<file path="src/rtl/param_table_arbiter.sv">
// param_table_arbiter
//
// Shared lookup-table controller. The table is a register array loaded from
// INIT on reset. Four requesters share one read port under round-robin
// arbitration, and a configuration port can overwrite entries at run time.
// At most one access, either a read or a write, happens per cycle. A write
// always wins over reads.
//
// Handshake: req[k] is a level-sampled request with no ready or back-pressure.
// A cycle's request is accepted at edge t only when cfg_we is low and requester
// k is the round-robin winner. Acceptance is reported after edge t by a
// one-cycle pulse on grant[k], which equals rsp_valid[k]. rsp_data carries the
// read value in that same cycle. A requester that is not served keeps req high.
// When it is served, it may drop req or hold it to issue another request.
//
// Ports:
//   clk        rising-edge clock
//   rst        asynchronous active-high reset
//   req        per-requester read request
//   req_addr   requester k address in bits [k*AW +: AW]
//   cfg_we     table write enable (takes priority over reads)
//   cfg_addr   write address
//   cfg_data   write data
//   grant      registered one-hot grant (zero when no read was served)
//   rsp_valid  registered response strobe, identical to grant
//   rsp_data   registered read data (zero when nothing served or out of range)

module param_table_arbiter #(
    parameter int unsigned WIDTH = 8,
    parameter int unsigned DEPTH = 8,
    parameter int unsigned AW    = (DEPTH > 1) ? $clog2(DEPTH) : 1,
    parameter logic [WIDTH-1:0] INIT [DEPTH] = '{
        8'h11, 8'h22, 8'h33, 8'h44, 8'h55, 8'h66, 8'h77, 8'h88
    }
) (
    input  logic             clk,
    input  logic             rst,
    input  logic [3:0]       req,
    input  logic [4*AW-1:0]  req_addr,
    input  logic             cfg_we,
    input  logic [AW-1:0]    cfg_addr,
    input  logic [WIDTH-1:0] cfg_data,
    output logic [3:0]       grant,
    output logic [3:0]       rsp_valid,
    output logic [WIDTH-1:0] rsp_data
);

    // Table storage and arbitration state.
    logic [WIDTH-1:0] table_q [DEPTH];
    logic [1:0]       last_q;
    logic [3:0]       grant_q;
    logic [WIDTH-1:0] rsp_data_q;

    // Combinational arbitration results.
    logic             any_req;
    logic [1:0]       winner;
    logic [3:0]       winner_onehot;
    logic [AW-1:0]    rd_addr;
    logic             rd_in_range;
    logic             wr_in_range;
    logic [WIDTH-1:0] rd_value;

    assign any_req = |req;

    // Round-robin search. The candidates are scanned in the order last+1,
    // last+2, last+3, last. The 2-bit sum wraps modulo 4 on its own. The scan
    // runs from the farthest candidate down to the nearest, so the nearest
    // requesting candidate is written last and wins.
    always_comb begin
        logic [1:0] cand;
        winner = last_q;
        for (int i = 3; i >= 0; i--) begin
            cand = last_q + 2'(i + 1);
            if (req[cand]) begin
                winner = cand;
            end
        end
    end

    always_comb begin
        winner_onehot         = 4'b0000;
        winner_onehot[winner] = 1'b1;
    end

    // The winner's address is selected by indexing into the packed bus.
    assign rd_addr = req_addr[winner*AW +: AW];

    // Range checks use one extra bit so the comparison also works when DEPTH
    // is an exact power of two (every address valid) or is 1.
    assign rd_in_range = ({1'b0, rd_addr}  < (AW+1)'(DEPTH));
    assign wr_in_range = ({1'b0, cfg_addr} < (AW+1)'(DEPTH));

    // An out-of-range read returns zero and never indexes past the array.
    always_comb begin
        rd_value = '0;
        if (rd_in_range) begin
            rd_value = table_q[rd_addr];
        end
    end

    // Storage, pointer and response registers. One block holds them all so
    // that the write/read exclusivity is visible in a single place.
    always_ff @(posedge clk or posedge rst) begin
        if (rst) begin
            for (int i = 0; i < DEPTH; i++) begin
                table_q[i] <= INIT[i];
            end
            last_q     <= 2'd3;
            grant_q    <= 4'b0000;
            rsp_data_q <= '0;
        end else if (cfg_we) begin
            // The write owns the cycle. Pending reads wait and last_q holds.
            // An out-of-range write is dropped.
            if (wr_in_range) begin
                table_q[cfg_addr] <= cfg_data;
            end
            grant_q    <= 4'b0000;
            rsp_data_q <= '0;
        end else if (any_req) begin
            grant_q    <= winner_onehot;
            rsp_data_q <= rd_value;
            last_q     <= winner;
        end else begin
            grant_q    <= 4'b0000;
            rsp_data_q <= '0;
        end
    end

    assign grant     = grant_q;
    assign rsp_valid = grant_q;
    assign rsp_data  = rsp_data_q;

endmodule

</file>
<file path="config.mk">
export PLATFORM = sky130hd
export DESIGN_NAME = param_table_arbiter
export DESIGN_NICKNAME = d
export VERILOG_FILES = /design/src/rtl/param_table_arbiter.sv
export SDC_FILE = /design/constraint.sdc
export NUM_CORES = 1
export LEC_CHECK = 0
export BUFFER_PORTS_ARGS = -buffer_cell sky130_fd_sc_hd__buf_4
export CAP_MARGIN = 5
export CORE_UTILIZATION = 50
export DETAILED_ROUTE_END_ITERATION = 6
export GPL_ROUTABILITY_DRIVEN = 0
export GPL_TIMING_DRIVEN = 0
export PLACE_DENSITY = 0.72
export SLEW_MARGIN = 20
export SYNTH_ARGS = -nofsm -noshare
export SYNTH_HDL_FRONTEND = slang
export SYNTH_SLANG_ARGS = --single-unit
</file>
<file path="constraint.sdc">
create_clock -name clk -period 2.43 [get_ports clk]
set_input_delay 0.243 -clock clk [delete_from_list [all_inputs] [get_ports clk]]
set_output_delay 0.243 -clock clk [all_outputs]
set_load 0.02 [all_outputs]
</file>
==> impl_results.md <==
* DR pass1 iterations at 4
* Setup repair after global routing missed its margin: true
* Diode count at 0
* Share of layout cells above drive strength 1 at 0.597
* H-Tree Level Count at 3
* Design area at 5080 um2
* Gr usage total at 0.225
* Post-synth cell types at 42
* LEAKAGE at 2.23 nW
* Crit start category: flip-flop
* Worst Tran Pin Value at 0.880 ns
* Ys Warns at 0
* Max stage delay cell, worst path: dfstp_2
* Hold Path Class: in2reg
* DRT antenna net count at 0
* TritonCTS Buffers at 9
* Rel. slew slack at 0.410
* Antenna violations before repair at 0
* Final setup TNS at 0 ns
* Final setup fails at 0
* Synthesis-stage register bit count at 78
* Flop pwr share at 0.373
* Sw Share at 0.328
* Area Growth Syn to Fin at 30.1%
* Register area share after synthesis at 0.509
* Final period util at 0.973
* PnR Total Power at 4.94 mW
* Cells after synthesis at 297
* PD cells at 974 nW/um2
* Logic pwr share at 0.435
* Clock-pin transition on the worst setup and hold timing paths at 0.09 ns
* Starting Density at 0.527
* WL per Instance at 18.6 um
* Top cell type's share of synthesized area at 0.321
* IO Pins at 46
* Vias in the first global route at 2683
* Initial DRC count at 125
* Worst skew pair latency at 0.35 ns
* Mean Syn Cell Area at 13.1 um2
* Worst Clk Skew at 0.00755 ns
* Worst vdd ir at 0.000662 V
* Post-DP HPWL at 5660 um
* Worst-path cell chain: buf_4, a21oi_4, buf_4, nor3_4, mux2i_4, a21boi_4, buf_6, a22oi_1, and3_1
* TritonCTS Sinks at 78
* Ys flop type: dfrtp_1
* Max-slew violation count at 0
* DR vias/cell at 5.69
* # port buffers at 41
* CTS tree: built
* Post-Synthesis Cell Area at 3900 um2
* Cell taking the most area after synthesis: dfrtp_1
* WS Path Type: reg2reg
* Finished Core Util at 0.685
* Async SR Flop Fraction at 1.00
* Routed vias at 2754
* Full die area at 8160 um2
* Non-Filler Instances at 484
* Core Box Area at 7410 um2
* FP Rows at 31
* Fmax at 423 MHz
* Most numerous cell in the Yosys netlist: mux2_2
* Clock group share of total power at 0.192
* Area after DPL at 4400 um2
* Slowest stage delay, CP at 0.61 ns
* Final nets at 410
* Min Tclk post-route at 2.37 ns
* Fin. Hold Viols at 0
* First-pass GRT wire length at 14000 um
* Run status: finished, final reports clean
* Chip Width at 90.3 um
* Syn Nets at 327
* Synth top area cells: dfrtp_1 (32%), dfstp_2 (19%), mux2_2 (18%)
* Cell count after placement at 441
* Grt total ovfl at 0
* Post-synth EDFFs at 0
* Largest net degree at the start of global routing at 41
* Root buf cell: clkbuf_8
* Synth top cells by count: mux2_2 (64), dfrtp_1 (50), mux2i_1 (33)
* CP required at 2.67 ns
* Maximum clock path buffer count at 2
* Psw at 1.62 mW
* Wirelength, routed at 8990 um
* Arr. time, crit path at 2.60 ns
* Crit end category: flip-flop
* Worst-path fanout max at 6
* Drt drc at 0
* Die H at 90.3 um
* Number of max-cap violations at 0
* Cell Int Power at 3.32 mW
* CP most frequent cell: buf_4
[metrics by stage]
step	hold slack, ns	worst slack [ns]
2_1_floorplan	0.394	0.0775
3_3_place_gp	0.485	-0.666
3_5_place_dp	0.319	-0.388
4_1_cts	0.182	0.00770
5_1_grt	0.180	-0.0376
6_report	0.191	0.0645
[cell usage in the layout (no fill, tap or decap), types with 6 or more instances in the layout]
master | synthesis | final
mux2i_1 | 33 | 29
mux2_2 | 64 | 64
clkbuf_1 | 5 | 6
buf_4 | 4 | 64
and3_1 | 10 | 7
clkbuf_8 | 0 | 9
buf_6 | 3 | 8
dfstp_2 | 28 | 28
nand2_1 | 13 | 13
nor2_1 | 6 | 6
a21oi_1 | 10 | 7
dfrtp_1 | 50 | 50
[cells by family (layout without fill, tap and decap cells)]
family	count (synthesis)	after routing	synth area share
compound gates	40	40	0.0856
buf+inv	20	108	0.0333
flops	78	78	0.509
mux	101	101	0.287
simple gates	58	58	0.0853
[power by group through the flow]
stage / clock, mW / combinational (mW) / sequential (mW)
2_1_floorplan: 0 / 1.09 / 1.89
3_3_place_gp: 0 / 1.56 / 1.83
3_5_place_dp: 0 / 1.59 / 1.85
4_1_cts: 0.965 / 1.79 / 1.83
5_1_grt: 1.02 / 2.28 / 1.88
6_report: 0.950 / 2.15 / 1.84
[path summary, 6_finish.rpt]
path | from | to | slack, ns | cells past startpoint
worst max register to register | last_q[0]$_DFFE_PP1P_ | rsp_data[7]$_DFF_PP0_ | 0.06 | 9
max in group asynchronous | rst | table_q[26]$_DFFE_PP1P_ | 1.31 | 4
worst max-delay path | last_q[0]$_DFFE_PP1P_ | rsp_data[7]$_DFF_PP0_ | 0.06 | 9
min in group asynchronous | rst | rsp_data[3]$_DFF_PP0_ | 0.49 | 3
worst min register to register | table_q[35]$_DFFE_PP0P_ | table_q[35]$_DFFE_PP0P_ | 0.51 | 1
worst min-delay path | cfg_data[5] | table_q[13]$_DFFE_PP1P_ | 0.19 | 2
[worst max-delay path, delay by kind of cell (launching register included)]
family                 cells  cell delay (ns)
AND/OR/NAND/NOR            2             0.37
flip-flops                 1             0.61
buffers and inverters      3             0.43
multiplexers               1             0.44
AO/OA/AOI/OAI              3             0.41
[area by class of cell]
cell class | instances | area [um2]
plain buffers | 12 | 98.8
clock buffers | 10 | 128
clock inverters | 6 | 62.6
fillers | 514 | 2330
inverters | 6 | 27.5
multi-input cells | 199 | 1990
flip-flops and latches | 78 | 1990
well taps | 99 | 124
repair buffers | 74 | 661
[sequential cells by signal (all words and copies together) (netlist names)]
register  cells
grant         4
last_q        2
rsp_data      8
table_q      64
[layer usage]
metal  GRT usage  up-vias  share of wire
met2       0.365       71           0.50
met1       0.304     1406           0.44
met4      0.0699        0          0.015
li1            -     1265              -
met3      0.0471       12          0.044
met5           0        -              0
[what timing repair did]
action / in CTS / in global routing
buffers inserted: 15 / 12
hold buffers: 1 / 0
cloned: 0 / 2
setup endpoints to repair: 8 / 8
resized for setup: 13 / 35
endpoints found under the hold margin: 23 / 0
pin swaps: 5 / 18
(Power assumes the default switching activity.)
